$ cat src/rtl/pipelined_add_sub.sv
// Pipelined adder/subtractor: a WIDTH-bit add split into STAGES carry-linked slices, one per cycle,
// with valid/ready handshakes on both sides and carry, signed-overflow and zero flags.
module pipelined_add_sub #(
    parameter int WIDTH  = 32,
    parameter int STAGES = 4
) (
    input  logic             clk,
    input  logic             reset,
    input  logic             in_valid,
    output logic             in_ready,
    input  logic [WIDTH-1:0] inp0,
    input  logic [WIDTH-1:0] inp1,
    input  logic             cin,
    input  logic             sub,
    output logic             out_valid,
    input  logic             out_ready,
    output logic [WIDTH-1:0] sum,
    output logic             carry,
    output logic             overflow,
    output logic             zero
);

    localparam int SW   = WIDTH / STAGES;
    localparam int LAST = STAGES - 1;

    if (STAGES < 1 || (WIDTH % STAGES) != 0) begin : g_param_check
        $error("pipelined_add_sub: WIDTH must be a multiple of STAGES");
    end

    // Per stage: A and B' travel forward (skew), finished sum slices travel forward (de-skew).
    logic [STAGES-1:0] valid_q, valid_d;
    logic [STAGES-1:0] c_q, c_d;
    logic [WIDTH-1:0]  a_q [STAGES];
    logic [WIDTH-1:0]  a_d [STAGES];
    logic [WIDTH-1:0]  b_q [STAGES];
    logic [WIDTH-1:0]  b_d [STAGES];
    logic [WIDTH-1:0]  s_q [STAGES];
    logic [WIDTH-1:0]  s_d [STAGES];
    logic [SW:0]       slice;
    logic              advance;

    assign advance  = !out_valid || out_ready;
    assign in_ready = advance;

    // NOTE: every variable gets a full default before any partial update, so no latch is inferred.
    always_comb begin
        valid_d    = '0;
        c_d        = '0;
        valid_d[0] = in_valid;
        a_d[0]     = inp0;
        b_d[0]     = sub ? ~inp1 : inp1;
        s_d[0]     = '0;
        slice      = {1'b0, inp0[SW-1:0]} + {1'b0, b_d[0][SW-1:0]} + {{SW{1'b0}}, sub | cin};
        s_d[0][SW-1:0] = slice[SW-1:0];
        c_d[0]     = slice[SW];
        for (int k = 1; k < STAGES; k++) begin
            valid_d[k] = valid_q[k-1];
            a_d[k]     = a_q[k-1];
            b_d[k]     = b_q[k-1];
            s_d[k]     = s_q[k-1];
            slice      = {1'b0, a_q[k-1][k*SW +: SW]} + {1'b0, b_q[k-1][k*SW +: SW]}
                       + {{SW{1'b0}}, c_q[k-1]};
            s_d[k][k*SW +: SW] = slice[SW-1:0];
            c_d[k]     = slice[SW];
        end
    end

    // NOTE: the datapath registers are reset too, not just the valid bits, because the result
    // and flag outputs must read 0 straight after reset; non-blocking assignments keep the
    // stage-to-stage shift race-free.
    always_ff @(posedge clk) begin
        if (reset) begin
            valid_q <= '0;
            c_q     <= '0;
            for (int k = 0; k < STAGES; k++) begin
                a_q[k] <= '0;
                b_q[k] <= '0;
                s_q[k] <= '0;
            end
        end else if (advance) begin
            valid_q <= valid_d;
            c_q     <= c_d;
            for (int k = 0; k < STAGES; k++) begin
                a_q[k] <= a_d[k];
                b_q[k] <= b_d[k];
                s_q[k] <= s_d[k];
            end
        end
    end

    assign out_valid = valid_q[LAST];
    assign sum       = s_q[LAST];
    assign carry     = c_q[LAST];
    assign overflow  = (a_q[LAST][WIDTH-1] == b_q[LAST][WIDTH-1])
                    && (s_q[LAST][WIDTH-1] != a_q[LAST][WIDTH-1]);
    // Qualified by valid so a cleared (all-zero) pipe does not report zero=1.
    assign zero      = out_valid && (s_q[LAST] == '0);

endmodule

$ cat config.mk
export PLATFORM = sky130hd
export DESIGN_NAME = pipelined_add_sub
export DESIGN_NICKNAME = d
export VERILOG_FILES = /design/src/rtl/pipelined_add_sub.sv
export SDC_FILE = /design/constraint.sdc
export NUM_CORES = 1
export LEC_CHECK = 0
export BUFFER_PORTS_ARGS = -buffer_cell sky130_fd_sc_hd__buf_2
export CELL_PAD_IN_SITES_DETAIL_PLACEMENT = 0
export CELL_PAD_IN_SITES_GLOBAL_PLACEMENT = 1
export CORE_ASPECT_RATIO = 1.25
export CORE_MARGIN = 1
export CORE_UTILIZATION = 51
export CTS_CLUSTER_DIAMETER = 50
export DETAILED_ROUTE_END_ITERATION = 7
export GPL_TIMING_DRIVEN = 0
export HOLD_SLACK_MARGIN = 0.1
export PLACE_DENSITY = 0.95
export REMOVE_ABC_BUFFERS = 1
export SYNTH_ARGS = -nofsm -noshare
export SYNTH_HDL_FRONTEND = slang
export SYNTH_SLANG_ARGS = --single-unit
$ cat constraint.sdc
create_clock -name clk -period 10 [get_ports clk]
set_clock_uncertainty 0.15 [all_clocks]
set_input_delay 0.5 -clock clk [delete_from_list [all_inputs] [get_ports clk]]
set_output_delay 0.5 -clock clk [all_outputs]
set_load 0.01 [all_outputs]
## Word level (Yosys, flattened, before mapping)

Memories as Yosys holds them, arrays and structs flattened.
Index checks and enable logic that the tools add are counted.

| word-level totals | value |
|---|---|
| flip-flop bits (word level) | 8 |
| memory bits (writable) | 384 |
| input port bits | 70 |
| output and inout bits | 37 |
| memories | 3 |

| cells by class | value |
|---|---|
| $add $sub $neg | 8 |
| equal/unequal tests | 2 |
| multiplexer cells | 18 |
| bitwise operators | 14 |
| reduce and logical (&&, ||, !) cells | 5 |

Memory list:

| memory | words | bits a word | read ports | clocked after Yosys merged registers in | write ports | RTL line | RTL |
|---|---|---|---|---|---|---|---|
| a_q | 4 | 32 | 4 | 0 | 4 | 33 | `logic [WIDTH-1:0] a_q [STAGES];` |
| b_q | 4 | 32 | 4 | 0 | 4 | 35 | `logic [WIDTH-1:0] b_q [STAGES];` |
| s_q | 4 | 32 | 4 | 0 | 4 | 37 | `logic [WIDTH-1:0] s_q [STAGES];` |

Operators by type and width:

| kind | count |
|---|---|
| $mux W32 | 13 |
| $add A8 B8 Y9 | 4 |
| $add A9 B1 Y9 | 4 |
| $logic_not A32 Y1 | 1 |
| $not A32 Y32 | 1 |
| $or A1 B1 Y1 | 13 |
| $mux W1 | 5 |
| $logic_and A1 B1 Y1 | 2 |
| $eq A1 B1 Y1 | 1 |
| $logic_not A1 Y1 | 1 |
| $logic_or A1 B1 Y1 | 1 |
| $ne A1 B1 Y1 | 1 |

## Longest topological paths before layout

Gate-level depths: netlist of the first run.

| depth | value |
|---|---|
| depth after elaboration | 6 |
| mapped depth | 10 |
| mapped depth without buffers | 8 |

## Worst setup path after synthesis of the first run

No wires, ideal clock.

| timing | value |
|---|---|
| kind | in2reg |
| from | input out_ready |
| to | memory a_q[0][10] (enable) |
| arrival | 3.935 ns |
| required time | 8.408 ns |
| path slack | 4.472 ns |
| stages | 4 |
| path buffers | 2 |
| cells stage by stage | nor2b_4 buf_6 clkbuf_1 nand2_1 |

RTL lines:

| item | RTL line | RTL |
|---|---|---|
| start: declaration | 16 | `input logic out_ready,` |
| end: declaration | 33 |  |

==> results of run 1 <==
through the flow:
stage / instance area (um^2) / utilization, %
after global routing: 10100 / 60.1
after CTS: 10100 / 60.1
after global placement: 9390 / 55.8
after floorplan: 8590 / -
after detailed placement: 9470 / 56.2
final: 10100 / 60.1
final timing paths:
kind         startpoint          to  slack, ns
max reg2reg  valid_q[3]  s_q[2][22]       7.19
max                 sub   s_q[0][6]       6.92
min            in_valid  valid_q[0]       0.18
min reg2reg  valid_q[1]  valid_q[1]       0.30
final cells by class:
type	instances	area share, %
Clock buffer	17	4.20
Clock inverter	15	2.25
Inverter	20	0.815
Multi-Input combinational cell	436	29.8
Sequential cell	186	54.4
Tap cell	220	2.72
Timing Repair Buffer	109	5.91
cell usage in the layout (no fill, tap or decap), types with 17 or more instances in the layout:
cell type / synthesis / routed
sky130_fd_sc_hd__nand2_1: 18 / 17
sky130_fd_sc_hd__nand3_1: 18 / 18
sky130_fd_sc_hd__nor2_1: 46 / 45
sky130_fd_sc_hd__edfxtp_1: 178 / 178
sky130_fd_sc_hd__clkbuf_16: 0 / 17
sky130_fd_sc_hd__inv_1: 18 / 18
sky130_fd_sc_hd__xnor2_1: 25 / 25
sky130_fd_sc_hd__o21ai_0: 20 / 20
sky130_fd_sc_hd__buf_2: 8 / 106
sky130_fd_sc_hd__ha_1: 28 / 28
sky130_fd_sc_hd__and3_1: 127 / 127
cell families (layout without fill, tap and decap cells):
| group | after synthesis | after routing |
|---|---|---|
| AOI/OAI and AO/OA | 80 | 80 |
| xor gates and xnor gates | 33 | 33 |
| adders and majority gates | 36 | 36 |
| buffers and inverters | 64 | 161 |
| DFF | 186 | 186 |
| and+or+nand+nor | 287 | 287 |
power by group:
group / total (mW) / switching [mW] / internal, mW
combinational: 0.181 / 0.101 / 0.0806
sequential: 0.933 / 0.0186 / 0.915
clock: 0.735 / 0.305 / 0.430
total: 1.85 / 0.424 / 1.43
metal layers:
layer  up-vias  wire length, um  global-route usage (%)
met5         -                0                       0
met4         0              324                    7.94
met3        29              663                    4.22
met2       166             9060                    35.4
met1      2777             7000                    23.8
li1       2759                -                       -
registers in the layout (all words and copies together) (netlist names):
| name | count |
|---|---|
| a_q | 49 |
| b_q | 49 |
| c_q | 4 |
| s_q | 80 |
| valid_q | 4 |
worst max-delay path: cells and delay by family:
kind            cells  cell delay, ns
simple gates        3            0.64
fa+ha+maj           2            0.69
compound gates      1            0.30
xor+xnor            1            0.20
buf+inv             2            0.85
==> metrics.md, run 1 <==
| Metric | Value |
|---|---|
| Status | `completed` |
| Period utilization | `30.8%` |
| DRC errors left | `0` |
| Sort of element at the end of the critical path | `flip-flop` |
| Syn Area/Cell | `between 10 and 15 um^2` |
| Share of the yosys chip area belonging to registers | `between 60% and 70%` |
| Peak supply drop | `0.120 mV` |
| Width of the chip | `roughly 120 um` |
| Detailed-router iteration count before antenna repair | `5` |
| GR Util All Layers | `about a fifth` |
| Number of antenna violations at the first check in global routing | `0` |
| Maximum clock path buffer count | `2` |
| Slowest CP cell | `sky130_fd_sc_hd__buf_2` |
| Pre-CTS WS | `roughly 6.4 ns` |
| Vias/cell | `between 5 and 6` |
| Share of synthesized area spent on multiplexers | `0%` |
| Commonest cells post-synth | `178 x sky130_fd_sc_hd__edfxtp_1, 127 x sky130_fd_sc_hd__and3_1, 46 x sky130_fd_sc_hd__nor2_1` |
| Fill count | `1323` |
| Total of buffers placed on input and output ports | `106` |
| Synth top area cells | `sky130_fd_sc_hd__edfxtp_1 61%, sky130_fd_sc_hd__and3_1 9.1%, sky130_fd_sc_hd__ha_1 4.0%` |
| # IOs | `between 100 and 150` |
| Total Wirelength | `~17 mm` |
| Die ar. | `0.0177 mm^2` |
| Tightest Pin Transition | `1.03 ns` |
| Area of all sequential standard cells | `0.00551 mm^2` |
| Total congestion overflow | `0` |
| Final Net Count | `~880` |
| Post-Synth Adder-Cell Area | `under 10%` |
| Path type of the worst min-delay path | `primary input to flip-flop` |
| Classification of the worst setup path | `primary input to flip-flop` |
| Global-route wire length before repair | `around 28 mm` |
| Total power divided by cell area | `roughly 180 mW/mm^2` |
| Final HPWL from detailed placement | `between 10 and 15 mm` |
| Post-CTS setup buffer count | `0` |
| Headroom to the max-slew limit | `a little under a third` |
| Vias after detailed routing | `between 5000 and 6000` |
| Clock root cell | `sky130_fd_sc_hd__clkbuf_16` |
| Leakage Power | `between 4 and 5 nW` |
| Placer's final routability congestion estimate | `approximately 0.83` |
| Worst R2R Path Depth | `5` |
| Largest net degree at the start of global routing | `~140` |
| Async SR Flop Fraction | `0%` |
| Syn Std Cell Area | `~0.0088 mm^2` |
| Number of non-filler instances in the completed layout | `between 1000 and 1500` |
| Antenna violation net count after detailed routing | `0` |
| Number of hold violations in the final report | `0` |
| Standard-cell rows | `53` |
| Worst Setup Start Kind | `primary input` |
| Number of pins with negative max-slew slack in the final report | `0` |
| Number of max-cap violations | `0` |
| Placed cells | `approximately 970` |
| Complex-gate fraction of the synthesized area | `under 10%` |
| Required @ worst endpoint | `10.13 ns` |
| Worst-path maximum fanout | `33` |
| Count of yosys warnings during synthesis | `0` |
| Number of flip-flops and latches in the synthesized netlist | `186` |
| Starting density of the core | `a little over half` |
| Worst-Skew Late Latency | `between 0.4 and 0.5 ns` |
| Count of antenna diodes in the layout | `0` |
| Unrepaired setup endpoints after global routing | `false` |
| Worst path cell trace | `buf_2 -> xor2_1 -> fa_1 -> inv_1 -> fa_1 -> nor2b_1 -> o31a_1 -> or4_1 -> nand3_1` |
| Post-Route Hold Slack | `between 0.15 and 0.2 ns` |
| Number of clock sinks | `~190` |
| Upper clock frequency limit | `roughly 0.32 GHz` |
| 1st-iter DRT viols | `446` |
| Cell with the most instances after synthesis | `sky130_fd_sc_hd__edfxtp_1` |
| CTS tree | `done` |
| Post-synthesis share of cell area spent on xor and xnor gates | `3.29%` |
| Largest family of logic cells by synthesized area | `simple AND/OR/NAND/NOR gates` |
| Fraction of post-synthesis cell area in the top cell type by area | `about three fifths` |
| Min setup slack post-route | `6.92 ns` |
| Worst hold path cell count | `3` |
| Synthesized instance count | `approximately 690` |
| # H-tree levels | `4` |
| Multi-input gate area | `about 0.003 mm^2` |
| Unique masters post-synth | `44` |
| Most used DFF post-synth | `sky130_fd_sc_hd__edfxtp_1` |
| Setup total negative slack | `0 ns` |
| Core Area | `around 0.017 mm^2` |
| Number of synthesized flops with an enable pin | `approximately 180` |
| Cell seen most often among critical-path stages | `sky130_fd_sc_hd__fa_1` |
| Count of final setup violators | `0` |
| Endpoint arrival time on the critical path | `~3.2 ns` |
| Stage delay of the slowest cell on the critical path | `0.75 ns` |
| Cells resized by post-CTS repair | `0` |
| Cts bufs inserted | `17` |
| Clock period minus final worst setup slack | `approximately 3 ns` |
| Routed wirelength normalized by instance count | `between 15 and 20 um` |
| Layout-stage area growth over the synthesis result | `15.4%` |
| Vias in the first global route | `approximately 5700` |
| Post-cts hold buffer count | `0` |
| Area fraction in and, or, nand and nor cells after synthesis | `about a fifth` |
| Register clock-pin slew on the reported worst setup and hold paths | `about 0.07 ns` |
| Overall Power | `around 1.8 mW` |
| Post-synth top area cell | `sky130_fd_sc_hd__edfxtp_1` |
| Die height | `between 100 and 150 um` |
| Ratio of cells with drive above 1 in the final layout | `between 10% and 20%` |
Power figures use the tool's default switching activity.
==> run 2: changes to the inputs <==
Settings changed: CORE_UTILIZATION 51 to 47, PLACE_DENSITY 0.95 to 0.9.
Clock period 10 ns to 2.9 ns, I/O delays scaled along.
==> run 2 against run 1 <==
Via count is 1.1% higher. Clock-buffer cell count is 1 higher. Combinational power grew to 3.7 times the previous value. Total power rose to 3.4 times the previous value. Cell area up 5.5%. Wire length shrank 0.64%.
==> metrics.md, run 2 (synthesis results as in run 1) <==
| Metric | Value |
|---|---|
| Total power divided by cell area | `592 mW/mm^2 (+220%)` |
| Startpoint of the worst hold path | `inp0[2]` |
| Leading cell types in the layout, fill and taps excluded | `178 x sky130_fd_sc_hd__edfxtp_1, 127 x sky130_fd_sc_hd__and3_1, 106 x sky130_fd_sc_hd__buf_2, 56 x sky130_fd_sc_hd__dlygate4sd3_1, 45 x sky130_fd_sc_hd__nor2_1` |
| Registers with the most flip-flops | `s_q (80), a_q (49), b_q (49)` |
| Number of antenna violations at the first check in global routing | `0 (unchanged)` |
| Worst-Skew Late Latency | `0.43 ns (about the same)` |
| Unrepaired setup endpoints after global routing | `false` |
| Placer's final routability congestion estimate | `0.816 (-2.0%)` |
| Final Net Count | `932 (+6.4%)` |
| Maximum clock path buffer count | `2 (unchanged)` |
| 1st-iter DRT viols | `439 (-1.6%)` |
| Total Wirelength | `16.9 mm (-0.64%)` |
| Endpoint arrival time on the critical path | `2.84 ns (-0.37 ns)` |
| Clock period minus final worst setup slack | `about 2.7 ns` |
| Vias after detailed routing | `5793 (+1.1%)` |
| Reported net switching power | `1.39 mW (+230%)` |
| Number of max-cap violations | `0 (unchanged)` |
| Antenna violation net count after detailed routing | `0 (unchanged)` |
| Multi-input gate area | `0.00301 mm^2 (unchanged)` |
| Vias in the first global route | `5601 (-2.1%)` |
| Slowest CP cell | `sky130_fd_sc_hd__buf_2` |
| Peak supply drop | `0.423 mV (+250%)` |
| Die ar. | `0.0192 mm^2 (+8.4%)` |
| DRC errors left | `0 (unchanged)` |
| Path type of the worst min-delay path | `primary input to flip-flop` |
| Routed wirelength normalized by instance count | `15.9 um (-6.6%)` |
| Post-CTS setup buffer count | `0 (unchanged)` |
| Count of antenna diodes in the layout | `0 (unchanged)` |
| Final HPWL from detailed placement | `9.87 mm (-5.8%)` |
| Starting density of the core | `48.3% (-3.8 points)` |
| Tightest Pin Transition | `1.05 ns (+0.0163 ns)` |
| Min setup slack post-route | `0.198 ns (-6.72 ns)` |
| Switching Share | `22.0% (-0.91 points)` |
| Pre-CTS WS | `-0.269 ns (-6.72 ns)` |
| Die height | `155 um (+4.1%)` |
| Commonest non-fill, non-tap cell in the layout | `sky130_fd_sc_hd__edfxtp_1` |
| Width of the chip | `124 um (+4.1%)` |
| Global-route wire length before repair | `27.7 mm (+0.50%)` |
| Number of flip-flops in the largest register | `80 (unchanged)` |
| Number of hold violations in the final report | `0 (unchanged)` |
| Total of buffers placed on input and output ports | `106 (unchanged)` |
| # IOs | `107 (unchanged)` |
| Cts bufs inserted | `17 (unchanged)` |
| Area of all sequential standard cells | `0.00551 mm^2 (unchanged)` |
| Worst path cell trace | `buf_2 -> xor2_1 -> fa_1 -> inv_1 -> fa_1 -> nor2b_1 -> o31a_1 -> or4_1 -> nand3_1` |
| Headroom to the max-slew limit | `30.1% (-1.1 points)` |
| Standard-cell rows | `55 (+3.8%)` |
| Layout-stage area growth over the synthesis result | `21.8%` |
| Fill count | `1473 (+11%)` |
| CTS tree | `done` |
| Worst-path maximum fanout | `33 (unchanged)` |
| Number of clock sinks | `186 (unchanged)` |
| Design internal power | `4.93 mW (+250%)` |
| Setup total negative slack | `0 ns (unchanged)` |
| Upper clock frequency limit | `between 0.3 and 0.4 GHz` |
| Clock root cell | `sky130_fd_sc_hd__clkbuf_16` |
| GR Util All Layers | `18.3% (-1.7 points)` |
| Total congestion overflow | `0 (unchanged)` |
| Most flops, register | `s_q` |
| Vias/cell | `5.43 (-5.0%)` |
| # H-tree levels | `4 (unchanged)` |
| Cell seen most often among critical-path stages | `sky130_fd_sc_hd__fa_1` |
| Combinational fraction of design power | `10.7% (+0.9 points)` |
| Sort of element at the end of the critical path | `flip-flop` |
| Classification of the worst setup path | `primary input to flip-flop` |
| Core Area | `0.0182 mm^2 (+7.9%)` |
| Register clock-pin slew on the reported worst setup and hold paths | `0.07 ns (about the same)` |
| Largest net degree at the start of global routing | `141 (unchanged)` |
| Required @ worst endpoint | `3.03 ns (-7.10 ns)` |
| Stage delay of the slowest cell on the critical path | `0.78 ns (+0.03 ns)` |
| Share of power burned in registers | `50.8% (+0.3 points)` |
| Detailed-router iteration count before antenna repair | `5 (unchanged)` |
| Status | `completed` |
| Ratio of cells with drive above 1 in the final layout | `17.5% (-1.3 points)` |
| Number of pins with negative max-slew slack in the final report | `0 (unchanged)` |
| Startpoint of the most critical setup path | `sub` |
| Period utilization | `between 90% and 100%` |
| Count of final setup violators | `0 (unchanged)` |
| Worst Setup Start Kind | `primary input` |
| Leakage Power | `4.87 nW (+4.9%)` |
| Reg2Reg Launch Point | `valid_q[3]` |
| Fraction of power consumed by the clock network | `38.5% (-1.2 points)` |
-- run 2: final timing paths --
kind / end / slack (ns) / depth (start not counted)
hold / removal: s_q[0][2] / 0.12 / 4
setup / recovery: s_q[0][6] / 0.20 / 9
setup reg to reg: s_q[0][6] / 0.26 / 5
hold reg to reg: valid_q[1] / 0.32 / 2
-- run 2: worst max-delay path, delay by kind of cell --
kind / cells / cell delay [ns]
buffers and inverters: 2 / 0.87
adder cells (fa/ha/maj): 2 / 0.67
AND/OR/NAND/NOR: 3 / 0.64
AO/OA/AOI/OAI: 1 / 0.28
XOR/XNOR: 1 / 0.20
-- run 2: per-layer routing --
metal  part of all wire (%)  global-route usage [%]
met1                     42                    22.6
met2                     53                    31.9
met3                    3.3                    3.22
met4                    1.7                    7.06
met5                      0                       0
-- run 2: power groups by stage --
| stage | clock [mW] | sequential (mW) | combinational (mW) |
|---|---|---|---|
| 3_5_place_dp | 0 | 3.28 | 0.615 |
| 3_3_place_gp | 0 | 3.27 | 0.593 |
| 6_report | 2.43 | 3.21 | 0.674 |
| 4_1_cts | 2.48 | 3.22 | 0.678 |
| 2_1_floorplan | 0 | 3.27 | 0.393 |
| 5_1_grt | 2.59 | 3.23 | 0.761 |
-- run 2: repair_timing --
item / in CTS / in global routing
endpoints found under the hold margin: 54 / 0
endpoints found under the setup margin: 0 / 7
hold buffers: 56 / 0
resized for setup: 0 / 2
-- run 2: per-stage QoR --
stage                     std cells  hold WS (ns)  cell area, um^2  util (%)  total power [mW]
after global routing           1067         0.108            10700      58.8              6.58
after CTS                      1067         0.107            10700      58.8              6.38
after detailed placement        979         0.271             9500      52.3              3.89
final                          1067         0.125            10700      58.8              6.32
after floorplan                 642        0.0641             8590         -              3.67
after global placement          976         0.255             9400      51.8              3.87
-- run 2: cell type report --
class	count	share of cell area, %
Timing Repair Buffer	165	11.0
Inverter	20	0.796
Multi-Input combinational cell	436	28.2
Clock inverter	14	1.84
Clock buffer	18	4.02
Tap cell	228	2.67
Sequential cell	186	51.5
==> run 3: changes to the inputs <==
Settings changed: ABC_AREA set to 1, CORE_UTILIZATION 47 to 46, PLACE_DENSITY 0.9 to 0.91.
==> run 3 against run 2 <==
Synthesized cell count up 24%. Via count is 1.4% lower. Setup slack improved by 0.33 ns. Maximum frequency is 14% higher. Clock power decreased by 8.6%. Critical endpoint unchanged. Largest power group unchanged.
==> metrics.md, run 3 <==
| Metric | Value |
|---|---|
| Sort of element at the end of the critical path | `flip-flop` |
| Maximum clock path buffer count | `2 (unchanged)` |
| Endpoint arrival time on the critical path | `2.40 ns (-0.44 ns)` |
| Fraction of post-synthesis cell area in the top cell type by area | `60.5% (-0.36 points)` |
| Post-CTS setup buffer count | `0 (unchanged)` |
| Most used DFF post-synth | `sky130_fd_sc_hd__edfxtp_1` |
| Detailed-router iteration count before antenna repair | `4 (-1)` |
| Number of max-cap violations | `0 (unchanged)` |
| # IOs | `107 (unchanged)` |
| Post-cts hold buffer count | `53 (-5.4%)` |
| Most flops, register | `s_q` |
| Share of the yosys chip area belonging to registers | `62.3% (-0.37 points)` |
| Vias/cell | `4.55 (-16%)` |
| Final HPWL from detailed placement | `8.93 mm (-9.5%)` |
| Leakage Power | `4.96 nW (+1.9%)` |
| Slowest CP cell | `sky130_fd_sc_hd__buf_2` |
| Leading cell types in the layout, fill and taps excluded | `215 x sky130_fd_sc_hd__nor2_1, 178 x sky130_fd_sc_hd__edfxtp_1, 174 x sky130_fd_sc_hd__inv_1, 106 x sky130_fd_sc_hd__buf_2, 95 x sky130_fd_sc_hd__nand2_1` |
| Register clock-pin slew on the reported worst setup and hold paths | `0.07 ns (about the same)` |
| Number of non-filler instances in the completed layout | `1256 (+18%)` |
| Status | `completed` |
| Share of power burned in registers | `52.6% (+1.8 points)` |
| Stage delay of the slowest cell on the critical path | `0.76 ns (-0.02 ns)` |
| Number of antenna violations at the first check in global routing | `0 (unchanged)` |
| Global-route wire length before repair | `23.5 mm (-15%)` |
| Highest signal layer in the routed design | `met4` |
| Starting density of the core | `47.0% (-1.3 points)` |
| Layout-stage area growth over the synthesis result | `20.9%` |
| CP top delay family | `buffers and inverters` |
| Cells resized by post-CTS repair | `0 (unchanged)` |
| Vias in the first global route | `5336 (-4.7%)` |
| Combinational fraction of design power | `11.1% (+0.4 points)` |
| Number of flip-flops in the largest register | `80 (unchanged)` |
| Unrepaired setup endpoints after global routing | `false` |
| CTS tree | `done` |
| Clock period minus final worst setup slack | `2.37 ns (-0.335 ns)` |
| Required @ worst endpoint | `2.93 ns (-0.10 ns)` |
| Ratio of cells with drive above 1 in the final layout | `15.0% (-2.5 points)` |
| Placer's final routability congestion estimate | `0.784 (-4.0%)` |
| Commonest non-fill, non-tap cell in the layout | `sky130_fd_sc_hd__nor2_1` |
| Path type of the worst min-delay path | `primary input to flip-flop` |
| Registers with the most flip-flops | `s_q (80), a_q (49), b_q (49)` |
| Vias after detailed routing | `5711 (-1.4%)` |
| Placed cells | `1172 (+20%)` |
| Syn Area/Cell | `10.3 um^2 (-19%)` |
| Clock root cell | `sky130_fd_sc_hd__clkbuf_16` |
| Total power divided by cell area | `571 mW/mm^2 (-3.5%)` |
| Peak supply drop | `0.364 mV (-14%)` |
| Switching Share | `22.6% (+0.64 points)` |
| Die height | `157 um (+1.4%)` |
| 1st-iter DRT viols | `334 (-24%)` |
| Design internal power | `4.72 mW (-4.3%)` |
| GR Util All Layers | `15.3% (-3.0 points)` |
| DRC errors left | `0 (unchanged)` |
| Die ar. | `0.0198 mm^2 (+2.7%)` |
| Post-Route Hold Slack | `0.120 ns (-0.00468 ns)` |
| Overall Power | `6.10 mW (-3.6%)` |
| Cell area reported after detailed placement | `0.00959 mm^2 (+0.96%)` |
| Largest net degree at the start of global routing | `88 (-38%)` |
| Total Wirelength | `14.2 mm (-16%)` |
| Routed wirelength normalized by instance count | `11.3 um (-29%)` |
| Reported net switching power | `1.38 mW (-0.78%)` |
| Fraction of power consumed by the clock network | `36.3% (-2.2 points)` |
| Cell with the most instances after synthesis | `sky130_fd_sc_hd__nor2_1` |
| Core Area | `0.0188 mm^2 (+3.4%)` |
| Cts bufs inserted | `17 (unchanged)` |
| Period utilization | `81.6% (-12 points)` |
| Count of antenna diodes in the layout | `0 (unchanged)` |
| Metal1 wirelength | `6.46 mm (-10%)` |
| Classification of the worst setup path | `primary input to flip-flop` |
| Headroom to the max-slew limit | `31.4% (+1.4 points)` |
| Total of buffers placed on input and output ports | `106 (unchanged)` |
| Async SR Flop Fraction | `0% (unchanged)` |
| Synth top area cells | `sky130_fd_sc_hd__edfxtp_1 61%, sky130_fd_sc_hd__nor2_1 9.1%, sky130_fd_sc_hd__inv_1 7.4%` |
| Number of flip-flops and latches in the synthesized netlist | `186 (unchanged)` |
| Routed wire length on met2 | `7.12 mm (-20%)` |
| Combined buffer and inverter count along the critical path | `3 (+1)` |
| Synthesized instance count | `854 (+24%)` |
| Upper clock frequency limit | `0.422 GHz (+14%)` |
| Post-synth top area cell | `sky130_fd_sc_hd__edfxtp_1` |
| Worst-Skew Late Latency | `0.42 ns (about the same)` |
| Standard-cell rows | `56 (+1.8%)` |
| Setup total negative slack | `0 ns (unchanged)` |
| Syn Std Cell Area | `0.00883 mm^2 (+0.60%)` |
| Antenna violation net count after detailed routing | `0 (unchanged)` |
| Detailed-routed wire length on met3 | `346 um (-39%)` |
| Final standard cell area without fillers | `0.0107 mm^2 (about the same)` |
| Number of hold violations in the final report | `0 (unchanged)` |
| # H-tree levels | `4 (unchanged)` |
| Total congestion overflow | `0 (unchanged)` |
| Count of yosys warnings during synthesis | `0 (unchanged)` |
| Commonest cells post-synth | `215 x sky130_fd_sc_hd__nor2_1, 178 x sky130_fd_sc_hd__edfxtp_1, 174 x sky130_fd_sc_hd__inv_1` |
| Worst Setup Start Kind | `primary input` |
| Number of clock sinks | `186 (unchanged)` |
| Width of the chip | `126 um (+1.4%)` |
| Number of synthesized flops with an enable pin | `178 (unchanged)` |
| Fill count | `1618 (+9.8%)` |
| Final Net Count | `1118 (+20%)` |
| Number of pins with negative max-slew slack in the final report | `0 (unchanged)` |
| Worst path cell trace | `buf_2 -> xor2_1 -> fa_1 -> inv_1 -> fa_1 -> inv_1 -> nand2_1 -> nand2_1 -> nand3b_1 -> a21oi_1 -> nor2_1` |
| Tightest Pin Transition | `1.03 ns (-0.0206 ns)` |
| Worst-path maximum fanout | `33 (unchanged)` |
| Count of final setup violators | `0 (unchanged)` |
| Unique masters post-synth | `27 (-39%)` |
-- run 3: power groups by stage --
stage          Combinational, mW  Sequential [mW]  Clock [mW]
2_1_floorplan              0.422             3.27           0
4_1_cts                    0.684             3.21        2.28
3_3_place_gp               0.608             3.27           0
3_5_place_dp               0.624             3.27           0
6_report                   0.677             3.21        2.22
5_1_grt                    0.782             3.23        2.37
-- run 3: logic make-up (layout without fill, tap and decap cells) --
group                      after synthesis  in the layout  share of synthesized area (%)
and+or+nand+nor                        366            366                           17.3
buffers and inverters                  200            370                           9.48
DFF                                    186            186                           62.3
adders and majority gates               36             36                           5.78
AOI/OAI and AO/OA                       34             34                           1.96
xor gates and xnor gates                32             32                           3.17
-- run 3: worst paths after layout --
kind	startpoint	end	slack (ns)	depth (start not counted)
worst min-delay path	inp0[3]	s_q[0][3]	0.12	4
worst max register to register	valid_q[3]	c_q[0]	0.55	8
worst max-delay path	sub	s_q[0][6]	0.53	11
worst min register to register	c_q[3]	c_q[3]	0.32	2
-- run 3: per-layer routing --
| layer | up-vias | GRT usage, % |
|---|---|---|
| li1 | 2986 | - |
| met3 | 22 | 2.82 |
| met1 | 2601 | 17.9 |
| met5 | - | 0 |
| met2 | 102 | 27.1 |
| met4 | 0 | 7.46 |
-- run 3: cell type report --
cell class / instances / area, um^2 / area share (%)
clock inverter: 11 / 123 / 1.15
multi-input combinational: 468 / 2500 / 23.4
sequential: 186 / 5510 / 51.5
tap: 232 / 290 / 2.72
timing repair buffer: 163 / 1160 / 10.9
inverter: 176 / 666 / 6.23
clock buffer: 20 / 437 / 4.09
-- run 3: tightest hold or removal path: stages --
cell                     delay [ns]
sky130_fd_sc_hd__buf_2         0.08
sky130_fd_sc_hd__ha_1          0.19
sky130_fd_sc_hd__nor2_1        0.06
sky130_fd_sc_hd__nor2_1        0.09
-- run 3: through the flow --
| stage | setup slack (ns) | utilization, % |
|---|---|---|
| after floorplan | -2.39 | - |
| after global placement | -4.77 | 50.5 |
| after detailed placement | 0.0872 | 51.1 |
| after CTS | 0.494 | 56.9 |
| after global routing | 0.317 | 56.9 |
| final | 0.533 | 56.9 |
